### config.mk
export PLATFORM = sky130hd
export DESIGN_NAME = lockstep_mode_seq
export DESIGN_NICKNAME = d
export VERILOG_FILES = /design/src/rtl/lockstep_mode_seq.sv
export SDC_FILE = /design/constraint.sdc
export NUM_CORES = 1
export LEC_CHECK = 0
export BUFFER_PORTS_ARGS = -buffer_cell sky130_fd_sc_hd__buf_2
export CORE_AREA = 2 2 118 120
export DETAILED_ROUTE_END_ITERATION = 8
export DIE_AREA = 0 0 120 122
export MAX_ROUTING_LAYER = met4
export SYNTH_ARGS = -nofsm -noshare
export SYNTH_HDL_FRONTEND = slang
export SYNTH_SLANG_ARGS = --single-unit
export TNS_END_PERCENT = 1
### constraint.sdc
create_clock -name clk_i -period 4.5 [get_ports clk_i]
set_input_delay 0.45 -clock clk_i [delete_from_list [all_inputs] [get_ports clk_i]]
set_output_delay 0.45 -clock clk_i [all_outputs]
set_load 0.02 [all_outputs]
### src/rtl/lockstep_mode_seq.sv
// Lockstep mode sequencer: drains the cluster, resets shadow cores, releases
// pairs together and compares master/shadow commit signatures while locked.
module lockstep_mode_seq #(
    parameter int N_CORES       = 8,
    parameter int SIG_W         = 32,
    parameter int RST_CYCLES    = 4,
    parameter int DRAIN_TIMEOUT = 1024
) (
    input  logic                     clk_i,
    input  logic                     rst_i,
    input  logic                     lockstep_mode_i,
    input  logic [N_CORES-1:0]       core_busy_i,
    input  logic [N_CORES-1:0]       sig_valid_i,
    input  logic [N_CORES*SIG_W-1:0] sig_i,
    input  logic                     err_clr_i,
    output logic [N_CORES-1:0]       fetch_en_o,
    output logic [N_CORES-1:0]       core_rst_o,
    output logic                     lockstep_active_o,
    output logic [N_CORES/2-1:0]     mismatch_o,
    output logic [7:0]               err_cnt_o,
    output logic                     timeout_o
);

    localparam int N_PAIRS = N_CORES / 2;
    localparam int DCNT_W  = $clog2(DRAIN_TIMEOUT + 1);
    localparam int RCNT_W  = $clog2(RST_CYCLES + 1);

    localparam logic [DCNT_W-1:0]  DRAIN_LAST  = DCNT_W'(DRAIN_TIMEOUT - 1);
    localparam logic [RCNT_W-1:0]  RST_LAST    = RCNT_W'(RST_CYCLES - 1);
    localparam logic [N_CORES-1:0] SHADOW_MASK = {N_PAIRS{2'b10}};

    typedef enum logic [1:0] {
        SPLIT,
        DRAIN,
        RESYNC,
        LOCKED
    } state_t;

    state_t              state_q, state_d;
    logic                target_q, target_d;
    logic [DCNT_W-1:0]   drain_cnt_q, drain_cnt_d;
    logic [RCNT_W-1:0]   rst_cnt_q, rst_cnt_d;
    logic                timeout_set;
    logic [N_PAIRS-1:0]  pair_miss;
    logic                cmp_en;

    // NOTE: every signal written here gets a default first, so no path leaves it unassigned and no latch is inferred.
    always_comb begin
        state_d     = state_q;
        target_d    = target_q;
        drain_cnt_d = drain_cnt_q;
        rst_cnt_d   = rst_cnt_q;
        timeout_set = 1'b0;

        case (state_q)
            SPLIT: begin
                if (lockstep_mode_i && !timeout_o) begin
                    state_d     = DRAIN;
                    target_d    = 1'b1;
                    drain_cnt_d = '0;
                end
            end
            LOCKED: begin
                if (!lockstep_mode_i) begin
                    state_d     = DRAIN;
                    target_d    = 1'b0;
                    drain_cnt_d = '0;
                end
            end
            DRAIN: begin
                // Idle on the final counted cycle still counts as a clean drain.
                if (core_busy_i == '0) begin
                    state_d   = target_q ? RESYNC : SPLIT;
                    rst_cnt_d = '0;
                end else if (drain_cnt_q == DRAIN_LAST) begin
                    state_d     = SPLIT;
                    timeout_set = 1'b1;
                end else begin
                    drain_cnt_d = drain_cnt_q + DCNT_W'(1);
                end
            end
            RESYNC: begin
                if (rst_cnt_q == RST_LAST) begin
                    state_d = LOCKED;
                end else begin
                    rst_cnt_d = rst_cnt_q + RCNT_W'(1);
                end
            end
            default: state_d = SPLIT;
        endcase
    end

    // The last LOCKED cycle (mode already dropped) is not compared.
    assign cmp_en = (state_q == LOCKED) && lockstep_mode_i;

    always_comb begin
        pair_miss = '0;
        for (int p = 0; p < N_PAIRS; p++) begin
            if (sig_valid_i[2*p] != sig_valid_i[2*p+1]) begin
                pair_miss[p] = 1'b1;
            end else if (sig_valid_i[2*p] &&
                         (sig_i[2*p*SIG_W +: SIG_W] != sig_i[(2*p+1)*SIG_W +: SIG_W])) begin
                pair_miss[p] = 1'b1;
            end
        end
    end

    // NOTE: state registers use non-blocking assignments so every flop samples pre-edge values.
    always_ff @(posedge clk_i or posedge rst_i) begin
        if (rst_i) begin
            state_q           <= SPLIT;
            target_q          <= 1'b0;
            drain_cnt_q       <= '0;
            rst_cnt_q         <= '0;
            fetch_en_o        <= {N_CORES{1'b1}};
            core_rst_o        <= '0;
            lockstep_active_o <= 1'b0;
            mismatch_o        <= '0;
            err_cnt_o         <= '0;
            timeout_o         <= 1'b0;
        end else begin
            state_q     <= state_d;
            target_q    <= target_d;
            drain_cnt_q <= drain_cnt_d;
            rst_cnt_q   <= rst_cnt_d;

            // Core controls are decoded from the next state so they line up with state_q.
            fetch_en_o        <= (state_d == SPLIT || state_d == LOCKED) ? {N_CORES{1'b1}} : '0;
            core_rst_o        <= (state_d == RESYNC) ? SHADOW_MASK : '0;
            lockstep_active_o <= (state_d == LOCKED);
            mismatch_o        <= cmp_en ? pair_miss : '0;

            if (err_clr_i) begin
                err_cnt_o <= '0;
            end else if (cmp_en && (pair_miss != '0) && (err_cnt_o != 8'hFF)) begin
                err_cnt_o <= err_cnt_o + 8'd1;
            end

            if (err_clr_i) begin
                timeout_o <= 1'b0;
            end else if (timeout_set) begin
                timeout_o <= 1'b1;
            end
        end
    end

endmodule

# Word-level counts from Yosys, hierarchy flattened
# Cells that the tools add are included.
# totals
regBits,47
out_inout_bits,30
elab_cells,93
# classes
addsub,3
eq_ne,22
muxes,36
n_reduce_logical,22
# ops
op,count
$ne A32 B32 Y1,4
$mux W11,4
$pmux W11 S3,1
$mux W8,4
$mux W1,15
$mux W2,6
$ne A2 B2 Y1 const B,6
$add A11 B1 Y11 const B,1
$eq A11 B10 Y1 const B,1
$add A8 B1 Y8 const B,1
$eq A2 B2 Y1 const B,4
$logic_and A1 B1 Y1,8
$logic_not A8 Y1,1
$ne A8 B8 Y1 const B,1
$pmux W2 S4,1
$reduce_bool A2 Y1,4
$mux W3,2
$pmux W3 S2,1
$reduce_and A3 Y1,2
$reduce_and A5 Y1,1
$logic_not A2 Y1,2
$mux W4,1
$ne A1 B1 Y1,4
$reduce_bool A4 Y1,1
other kinds (7),7

# Longest topological paths before layout
# Gate-level depths: netlist (run 1).
# depth
depth_word,9
depth_mapped,9
depth_no_buf,9

# Worst setup path after synthesis (run 1)
# OpenSTA, ideal clock, no wires.
# synth_path
path_type,reg2reg
startpoint,reg err_cnt_o[4]
endpoint,reg err_cnt_o[6]
setup_ps,125
arrival_time_ps,1920
required_time_ps,4375
path_slack_ps,2455
path_stages_with_launch,7
path_buffers,0
cell_sequence,dfrtp_1 and3_1 and3_1 a31oi_1 nand2_1 nor4bb_1 mux2_4
# synth_via
elab_chain_cells,3
word_cells_on_any_way,6
# synth_lines
element,line,text
"start, declared",20,"output logic [7:0] err_cnt_o,"
"start signal, assigned",136,err_cnt_o <= err_cnt_o + 8'd1;
$add A8 B1 Y8 or $ne A8 B8 Y1 (tied branches),"136, 135",
$mux W8 or $logic_and A1 B1 Y1 (tied branches),135,end else if (cmp_en && (pair_miss != '0) && (err_cnt_o != 8'hFF)) begin
$mux W8 or $reduce_bool A2 Y1 (tied branches),-,
# Several ways; a longest one is shown, not always the timed one. The select of a mux whose other input is x is not followed.
# A chain may end at the register's enable or synchronous reset.

# Final worst setup path (run 1)
# layout_path
startpoint,reg state_q[1]
endpoint,reg drain_cnt_q[9]
# layout_via
elab_chain_cells,3
word_cells_on_any_way,10
# layout_lines
element,line,text
"start, declared",39,"state_t state_q, state_d;"
"start signal, assigned",122,state_q <= state_d;
$eq A2 B1 Y1 (tied with other cells),55,case (state_q)
$ne A2 B2 Y1 (no line) or $reduce_bool A3 Y1 (tied branches),-,
$reduce_and A5 Y1 (no line),-,
"end signal, assigned",124,drain_cnt_q <= drain_cnt_d;
"end, declared",41,"logic [DCNT_W-1:0] drain_cnt_q, drain_cnt_d;"
# Several ways; a longest one is shown, not always the timed one.

==> results of run 1 <==
[registers in the layout (all words and copies together) (netlist names)]
name / cells
core_rst_o: 1
drain_cnt_q: 11
err_cnt_o: 8
fetch_en_o: 1
lockstep_active_o: 1
mismatch_o: 4
rst_cnt_q: 3
state_q: 2
target_q: 1
timeout_o: 1
[cells in the final DEF (no fill, tap or decap), types with 3 or more instances in the layout]
cell type,count
conb_1,4
ha_1,11
nand2b_1,5
nor2_1,27
mux2i_1,4
inv_1,11
xnor2_1,92
a21oi_1,11
or3_1,5
nand4_1,30
nor4_1,16
nor3_1,5
nand2_1,16
nand3b_1,3
xor2_1,42
and3_1,3
nor2b_1,5
buf_2,301
dfrtp_1,32
o21ai_0,10
nand3_1,6
clkbuf_16,5
diode_2,5
a31o_2,3
[synthesized netlist by cell type (all sizes together) (2+ instances only)]
| library cell | instances | area (um^2) |
|---|---|---|
| nand2b | 5 | 31.28 |
| xnor2 | 92 | 805.8 |
| or3 | 5 | 31.28 |
| o21ai | 11 | 58.81 |
| inv | 11 | 41.29 |
| nor2b | 5 | 31.28 |
| nor4 | 17 | 112.6 |
| buf | 14 | 105.1 |
| xor2 | 42 | 367.9 |
| a21boi | 3 | 22.52 |
| nand4 | 30 | 187.7 |
| a21oi | 11 | 55.05 |
| and3 | 3 | 18.77 |
| a221o | 2 | 20.02 |
| nor3 | 5 | 25.02 |
| nand3 | 6 | 30.03 |
| mux2i | 4 | 40.04 |
| a31o | 3 | 26.28 |
| nor2 | 27 | 101.4 |
| dfrtp | 32 | 800.8 |
| clkbuf | 3 | 11.26 |
| mux2 | 4 | 52.55 |
| nand2 | 16 | 60.06 |
| nand3b | 3 | 22.52 |
| ha | 11 | 137.6 |
[final timing paths]
kind / startpoint / endpoint / slack, ns / cells after the start
max: state_q[1] / drain_cnt_q[9] / 2.17 / 7
min: rst_i / rst_cnt_q[1] / 0.28 / 3
max reg2reg: state_q[1] / drain_cnt_q[9] / 2.17 / 7
min reg2reg: drain_cnt_q[0] / drain_cnt_q[0] / 0.51 / 1
max in group asynchronous: rst_i / fetch_en_o[6] / 3.88 / 3
min in group clk_i: lockstep_mode_i / target_q / 0.46 / 3
[routing by layer]
| layer | GRT usage (%) | vias to the layer above | part of all wire, % |
|---|---|---|---|
| li1 | - | 1903 | - |
| met1 | 21.16 | 1650 | 45 |
| met2 | 27.49 | 166 | 46 |
| met3 | 5.618 | 7 | 8.1 |
| met4 | 1.985 | 0 | 0.71 |
| met5 | - | - | 0 |
[cells by family (layout without fill, tap and decap cells)]
logic type	Yosys count	count (layout)	share of synthesized area (%)
xor+xnor	134	134	35.34
simple gates	126	126	20.65
compound gates	37	37	7.310
flops	33	33	24.91
buf+inv	28	322	4.748
fa+ha+maj	11	11	4.145
mux	8	8	2.788
other cells	1	9	0.1129
[where the power goes]
part	internal, mW	total [mW]	switching [mW]
registers	0.340	0.378	0.0387
clock network	0.220	0.338	0.117
logic	0.265	0.558	0.293
[worst max-delay path: cells and delay by family (launching register included)]
| kind | cells | cell delay, ns |
|---|---|---|
| AO/OA/AOI/OAI | 3 | 0.76 |
| adder cells (fa/ha/maj) | 1 | 0.30 |
| buffers and inverters | 1 | 0.11 |
| flip-flops | 1 | 0.42 |
| AND/OR/NAND/NOR | 2 | 0.66 |
[area by class of cell]
class	count	area, um^2	area share (%)
Multi-Input combinational cell	320	2347	45.83
Timing Repair Buffer	303	1521	29.71
Sequential cell	33	827.0	16.15
Tap cell	180	225.2	4.398
Clock buffer	8	146.4	2.859
Inverter	11	41.29	0.8063
Antenna cell	5	12.51	0.2443
[metrics by stage]
stage,util [%],setup slack (ns),total power [mW]
global route,37.92,1.915,1.367
global placement,36.75,2.047,0.9394
detailed placement,36.75,2.018,0.9450
floorplan,-,2.455,0.7492
finish,37.92,2.169,1.274
CTS,37.83,2.151,1.287
==> summary.txt, run 1 <==
Detailed routing
  • DRT Pass-1 Iters: 4
  • Vias: approximately 3700
  • Final ANT Viol Nets: 0
  • Via density: 4.333
  • Initial DRC Count: 172
  • Final wirelength: 12480 um
  • DRC viols: 0
  • Drt wl/cell: between 10 and 15 um

Run status
  • Outcome: complete, no violations

Placed design
  • Dpl cells: ~850
  • Post-DP Area: 4962 um^2
  • GPL Wtd Cong: 0.8651
  • Final HPWL DP: 11360 um
  • Port Buf Inserts: 301

CTS
  • Insertion delay of the later-clocked pin in the worst-skew pair: 0.27 ns
  • Num CTS Buffers: 5
  • Hold Buf Count CTS: 0
  • Reg clk slew, reported paths: 0.05 ns
  • Root Buffer: clkbuf_16
  • CTS tree: done
  • Post-CTS setup buffer count: 0
  • Max clock buf depth: 2
  • Htree depth: 2
  • Clock Sinks: 33
  • Post-CTS Resized: 0

Power and ir drop
  • Power Dens Cells: 248.8 nW/um^2
  • Static Leak: 2.510 nW
  • VDD IR max: 0.0001661 V

Setup path
  • Setup crit start kind: flop
  • Critical Path Max Stage Delay: between 0.5 and 0.6 ns
  • Data required time of the worst path: about 4.7 ns
  • WS Path Type: flop to flop
  • Worst path arrival time: 2.53 ns
  • Critical Path End Type: flop
  • CP Cell Sequence: inv_1 > ha_1 > a21boi_1 > and3_1 > o21ai_2 > or3_1 > a21oi_1
  • Crit path max-delay cell type: a21boi_1
  • Crit-path max FO: 7

GRT
  • Pin count of the biggest net entering global routing: 34
  • Initial antenna violation count: 7
  • Total gr overflow: 0
  • First-pass GRT wire length: 18450 um
  • Vias in the first global route: 3562
  • Total Routing Usage GR: roughly 17%

Timing
  • Fin crit share: about half
  • Setup TNS: 0 ns
  • WHS: 0.2795 ns
  • Worst Tran Pin Value: 0.5448 ns
  • Setup violations, final: 0
  • Fin Clk Skew: 0.004678 ns
  • Headroom to the max-slew limit: 63.60%
  • Final hold viol count: 0
  • Fin. max-slew vios: 0
  • RSZ-0062 raised after global routing: false
  • Fmax: 0.4290 GHz
  • Minimum clock period: 2.331 ns

Synth
  • Main flop type after synthesis: dfrtp_1
  • Count of cell types in the netlist: 42
  • Mapped Area: about 3300 um^2
  • Mean Syn Cell Area: 8.785 um^2
  • YS warnings: 0
  • Synth Register Bits: 33
  • Syn Inst Count: ~380
  • Fraction of registers with async set/reset: 100.0%
  • Register area share after synthesis: between 20% and 30%
  • Post-synth EDFFs: 0

Die
  • Die Y-Extent: 122 um
  • Io pins: a little over 300
  • Core area: 13500 um^2
  • Cell row count: 43
  • Initial core utilization: about a quarter
  • Die ar.: 14640 um^2
  • Die W: around 120 um

Finish
  • Nets@finish: between 900 and 1000
  • Non-Filler Instances: 860
  • Fillers: 1453
  • Final instance area: 5121 um^2
  • Layout area overhead: 54.22%
  • Layout cells sized above 1: a little under half

Min path
  • HP Class: primary input to asynchronous set/reset pin

Job
  • Max_cap viols: 0
No activity file was read; power rests on OpenSTA's default activity.
==> run 2: changes to the inputs <==
==> constraint.sdc (replaced) <==
create_clock -name clk_i -period 2.4 [get_ports clk_i]
set_input_delay 0.24 -clock clk_i [delete_from_list [all_inputs] [get_ports clk_i]]
set_output_delay 0.24 -clock clk_i [all_outputs]
set_load 0.02 [all_outputs]
==> summary.txt, run 2 (same netlist as run 1, synthesis figures left out) <==
Finish
  • Max reg flops: 11 (unchanged)
  • Fillers: 1449 (-0.28%)
  • Layout cells sized above 1: 48.10% (+0.84 points)
  • Nets@finish: 971 (+1.0%)
  • Non-Filler Instances: 873 (+1.5%)
  • Register area: 827.0 um^2 (unchanged)
  • Most frequent cells in the layout: buf_2, xnor2_1, xor2_1
  • Multi-input gate area: 2347 um^2 (unchanged)
  • Largest Register: drain_cnt_q
  • Biggest regs: drain_cnt_q x11, err_cnt_o x8, mismatch_o x4
  • Layout area overhead: 56.67%
  • Most common cell after layout, fill and taps aside: buf_2

Job
  • Max_cap viols: 0 (unchanged)

CTS
  • Clock Sinks: 33 (unchanged)
  • Reg clk slew, reported paths: 0.05 ns (about the same)
  • Post-CTS Resized: 0 (unchanged)
  • Htree depth: 2 (unchanged)
  • CTS tree: done
  • Hold Buf Count CTS: 0 (unchanged)
  • Max clock buf depth: 2 (unchanged)
  • Num CTS Buffers: 5 (unchanged)
  • Post-CTS setup buffer count: 0 (unchanged)
  • Insertion delay of the later-clocked pin in the worst-skew pair: 0.27 ns (about the same)
  • Root Buffer: clkbuf_16

Detailed routing
  • Vias: 3756 (+0.81%)
  • Final ANT Viol Nets: 0 (unchanged)
  • Initial DRC Count: 208 (+21%)
  • Via density: 4.302 (-0.70%)
  • Final wirelength: 12590 um (+0.87%)
  • Drt wl/cell: 14.42 um (-0.64%)
  • DRT Pass-1 Iters: 4 (unchanged)
  • DRC viols: 0 (unchanged)

Timing
  • Fmax: 0.4656 GHz (+8.5%)
  • RSZ-0062 raised after global routing: false
  • Minimum clock period: 2.148 ns (-0.1829 ns)
  • Fin crit share: 89.49% (+38 points)
  • Fin. max-slew vios: 0 (unchanged)
  • Setup TNS: 0 ns (unchanged)
  • Headroom to the max-slew limit: 64.69% (+1.1 points)
  • Fin Clk Skew: 0.006564 ns (+0.001886 ns)
  • Setup violations, final: 0 (unchanged)
  • Final hold viol count: 0 (unchanged)
  • Worst Tran Pin Value: 0.5249 ns (-0.01991 ns)

Power and ir drop
  • Power Internal: 1.582 mW (+92%)
  • Static Leak: 2.557 nW (+1.9%)
  • VDD IR max: 0.0002897 V (+74%)
  • Power Dens Cells: 466.6 nW/um^2 (+88%)
  • Combinational Power Share: 45.1% (+1.3 points)
  • Switch share: 34.84% (-0.37 points)
  • Clock share of power: 25.6% (-0.9 points)
  • Seq pwr share: 29.2% (-0.5 points)
  • NetSw: 845.7 uW (+89%)

GRT
  • First-pass GRT wire length: 18840 um (+2.1%)
  • Initial antenna violation count: 9 (+2)
  • Total gr overflow: 0 (unchanged)
  • Vias in the first global route: 3663 (+2.8%)
  • Total Routing Usage GR: 17.33% (+0.40 points)
  • Pin count of the biggest net entering global routing: 34 (unchanged)

Run status
  • Outcome: complete, no violations

Placed design
  • GPL Wtd Cong: 0.8588 (-0.73%)
  • Dpl cells: 857 (+1.2%)
  • Port Buf Inserts: 301 (unchanged)
  • Final HPWL DP: 11450 um (+0.80%)

Die
  • Io pins: 306 (unchanged)
  • Cell row count: 43 (unchanged)
  • Die ar.: 14640 um^2 (unchanged)
  • Core area: 13500 um^2 (unchanged)
  • Die W: 120 um (unchanged)
  • Die Y-Extent: 122 um (unchanged)
  • Initial core utilization: 24.59% (unchanged)

Setup path
  • Crit-path max FO: 3 (-4)
  • Critical Path End Type: flop
  • Worst path arrival time: 2.36 ns (-0.17 ns)
  • WS Path Type: flop to flop
  • Setup crit start kind: flop
  • Data required time of the worst path: 2.61 ns (-2.09 ns)

Min path
  • HP Class: primary input to asynchronous set/reset pin
## run 2: path summary, 6_finish.rpt
check,from,end,slack (ns),cells past startpoint
worst max-delay path,drain_cnt_q[0],fetch_en_o[6],0.25,9
worst min-delay path,rst_i,rst_cnt_q[0],0.06,3
worst max register to register,drain_cnt_q[0],fetch_en_o[6],0.25,9
worst min register to register,drain_cnt_q[0],drain_cnt_q[0],0.50,1
max in group asynchronous,rst_i,fetch_en_o[6],2.00,3
min in group clk_i,lockstep_mode_i,target_q,0.26,3
## run 2: layout make-up
class | count | area share (%)
diodes | 9 | 0.4329
clock buffers | 7 | 2.742
inverters | 11 | 0.7937
multi-input cells | 320 | 45.12
flip-flops and latches | 33 | 15.90
well taps | 180 | 4.329
repair buffers | 313 | 30.69
## run 2: power groups by stage
stage               combinational [mW]  clock [mW]  sequential [mW]
floorplan                        0.681           0            0.724
global placement                  1.10           0            0.715
finish                            1.10       0.623            0.710
detailed placement                1.10           0            0.719
CTS                               1.11       0.643            0.710
global route                      1.23       0.664            0.726
## run 2: per-stage QoR
stage | setup WS [ns] | cell area, um^2 | power [mW] | hold slack [ns] | util [%]
2_1_floorplan | 0.3546 | 3332 | 1.405 | 0.3682 | -
4_1_cts | 0.2489 | 5180 | 2.461 | 0.08352 | 38.36
6_report | 0.2522 | 5202 | 2.428 | 0.06089 | 38.53
5_1_grt | 0.06181 | 5192 | 2.618 | 0.1163 | 38.45
3_3_place_gp | 0.08300 | 5037 | 1.816 | 0.3792 | 37.30
3_5_place_dp | 0.07292 | 5037 | 1.822 | 0.3774 | 37.30
## run 2: critical path: stages, from the launching register on
cell      delay, ns
dfrtp_1        0.38
ha_1           0.19
nand4_1        0.12
or4_1          0.47
a21oi_1        0.21
nand2_1        0.08
o211ai_1       0.09
o21ai_0        0.18
ha_1           0.33
inv_1          0.05
## run 2: per-layer routing
metal	up-vias	wire, um	GRT usage, %
met1	1664	5331	21.66
met4	0	104	2.279
met2	162	5771	27.73
met3	10	1380	6.086
li1	1920	-	-
met5	-	0	-
==> run 3: changes to the inputs <==
--- a/config.mk
+++ b/config.mk
@@ -9,6 +9,7 @@
 export CORE_AREA = 2 2 118 120
 export DETAILED_ROUTE_END_ITERATION = 8
 export DIE_AREA = 0 0 120 122
+export GPL_TIMING_DRIVEN = 0
 export MAX_ROUTING_LAYER = met4
 export SYNTH_ARGS = -nofsm -noshare
 export SYNTH_HDL_FRONTEND = slang
==> summary.txt, run 3 (same netlist as run 1, synthesis figures left out) <==
Die
  • Io pins: 306 (unchanged)
  • Cell row count: 43 (unchanged)
  • Die ar.: 14640 um^2 (unchanged)
  • Die Y-Extent: 122 um (unchanged)
  • Initial core utilization: 24.59% (unchanged)
  • Die W: 120 um (unchanged)
  • Core area: 13500 um^2 (unchanged)

CTS
  • Root Buffer: clkbuf_16
  • Max clock buf depth: 2 (unchanged)
  • Num CTS Buffers: 5 (unchanged)
  • Reg clk slew, reported paths: 0.05 ns (about the same)
  • Hold Buf Count CTS: 0 (unchanged)
  • CTS tree: done
  • Insertion delay of the later-clocked pin in the worst-skew pair: 0.28 ns (about the same)
  • Clock Sinks: 33 (unchanged)
  • Htree depth: 2 (unchanged)

Power and ir drop
  • Power Internal: 1.589 mW (+0.47%)
  • Clock share of power: 24.6% (-1.0 points)
  • NetSw: 865.4 uW (+2.3%)
  • Seq pwr share: 29.1% (about the same)
  • VDD IR max: 0.0003077 V (+6.2%)
  • Switch share: 35.25% (+0.42 points)
  • Power Dens Cells: 469.0 nW/um^2 (+0.51%)
  • Combinational Power Share: 46.2% (+1.1 points)
  • Static Leak: 2.579 nW (+0.88%)

Detailed routing
  • Vias: 3798 (+1.1%)
  • DRC viols: 0 (unchanged)
  • Final ANT Viol Nets: 0 (unchanged)
  • Drt wl/cell: 14.27 um (-1.0%)
  • Initial DRC Count: 108 (-48%)
  • Via density: 4.326 (+0.54%)
  • Final wirelength: 12530 um (-0.47%)
  • DRT Pass-1 Iters: 4 (unchanged)

Placed design
  • Port Buf Inserts: 301 (unchanged)
  • GPL Wtd Cong: 0.8670 (+0.95%)
  • Dpl cells: 862 (+0.58%)
  • Final HPWL DP: 11250 um (-1.7%)
  • Pre-CTS WS: -0.04506 ns (-0.1180 ns)

GRT
  • Total gr overflow: 0 (unchanged)
  • Pin count of the biggest net entering global routing: 34 (unchanged)
  • Initial antenna violation count: 7 (-2)
  • Total Routing Usage GR: 16.98% (-0.35 points)
  • Vias in the first global route: 3591 (-2.0%)
  • First-pass GRT wire length: 18570 um (-1.4%)

Setup path
  • Setup crit start kind: flop
  • CP Cell Sequence: inv_1 > ha_1 > a21boi_2 > and3_1 > o21ai_2 > or3_1 > a21oi_1
  • Critical Path End Type: flop
  • WS Path Type: flop to flop
  • Crit-path max FO: 7 (+4)
  • Critical Path Max Stage Delay: 0.42 ns (-0.05 ns)
  • Crit path max-delay cell type: dfrtp_1
  • Data required time of the worst path: 2.60 ns (about the same)
  • Worst path arrival time: 2.44 ns (+0.08 ns)

Min path
  • HP Class: primary input to asynchronous set/reset pin

Timing
  • Fin. max-slew vios: 0 (unchanged)
  • Headroom to the max-slew limit: 53.48% (-11 points)
  • Final hold viol count: 0 (unchanged)
  • Fin crit share: 93.09% (+3.6 points)
  • Worst Tran Pin Value: 0.6967 ns (+0.1718 ns)
  • Fmax: 0.4476 GHz (-3.9%)
  • Fin Clk Skew: 0.005697 ns (-0.0008675 ns)
  • Setup ws final: 0.1658 ns (-0.08642 ns)
  • Setup violations, final: 0 (unchanged)
  • Minimum clock period: 2.234 ns (+0.08642 ns)
  • Setup TNS: 0 ns (unchanged)
  • RSZ-0062 raised after global routing: false

Finish
  • Layout cells sized above 1: 48.70% (+0.60 points)
  • Max reg flops: 11 (unchanged)
  • Largest Register: drain_cnt_q
  • Most common cell after layout, fill and taps aside: buf_2
  • Nets@finish: 976 (+0.51%)
  • Utilization after layout: 38.76% (+0.23 points)
  • Layout area overhead: 57.61%
  • Most frequent cells in the layout: buf_2, xnor2_1, xor2_1
  • Biggest regs: drain_cnt_q x11, err_cnt_o x8, mismatch_o x4
  • Non-Filler Instances: 878 (+0.57%)

Job
  • Max_cap viols: 0 (unchanged)

Run status
  • Outcome: complete, no violations
[run 3: cell types whose count changed in the layout (fill, tap and decap cells not counted), sizes merged]
cell and delta:
buf +2, clkbuf +3, clkinv +1, diode -1
[run 3: worst paths after layout]
kind,from,end,slack (ns),depth (start not counted)
worst max-delay path,state_q[1],drain_cnt_q[9],0.17,7
worst min-delay path,rst_i,lockstep_active_o,0.08,2
worst max register to register,state_q[1],drain_cnt_q[9],0.17,7
worst min register to register,drain_cnt_q[0],drain_cnt_q[0],0.51,1
max in group asynchronous,rst_i,timeout_o,1.88,2
min in group clk_i,lockstep_mode_i,target_q,0.24,3
[run 3: final cells by class]
class | instances | area (um^2)
Antenna cell | 8 | 20.02
Buffer | 17 | 117.6
Clock buffer | 7 | 132.6
Clock inverter | 1 | 5.005
Fill cell | 1448 | 8270
Inverter | 11 | 41.29
Multi-Input combinational cell | 320 | 2359
Sequential cell | 33 | 827.0
Tap cell | 180 | 225.2
Timing Repair Buffer | 301 | 1506
[run 3: per-stage QoR]
stage | power, mW | cell area (um^2) | hold slack [ns]
2_1_floorplan | 1.405 | 3332 | 0.3682
3_3_place_gp | 1.843 | 5064 | 0.5071
3_5_place_dp | 1.849 | 5064 | 0.5080
4_1_cts | 2.472 | 5206 | 0.2350
5_1_grt | 2.645 | 5226 | 0.1624
6_report | 2.455 | 5234 | 0.07633
[run 3: worst max-delay path, delay by kind of cell (launching register included)]
kind,cells,cell delay (ns)
AO/OA/AOI/OAI,3,0.65
AND/OR/NAND/NOR,2,0.62
flip-flops,1,0.42
adder cells (fa/ha/maj),1,0.33
buffers and inverters,1,0.12
[run 3: power by group through the flow]
stage	combinational, mW	sequential (mW)	clock, mW
after floorplan	0.681	0.724	0
after global placement	1.12	0.722	0
after detailed placement	1.13	0.720	0
after CTS	1.14	0.714	0.619
after global routing	1.27	0.730	0.647
final	1.14	0.715	0.605
[run 3: routing by layer]
layer,up-vias,track usage [%],wire [um]
met2,171,27.24,5700
met1,1686,21.67,5611
li1,1931,-,-
met5,-,-,0
met4,0,2.279,107
met3,10,5.103,1108
[run 3: repair_timing]
item / CTS / global route
setup buffers: 0 / 0
gates resized for setup: 2 / 3
setup endpoints to repair: 6 / 8
cloned: 0 / 0
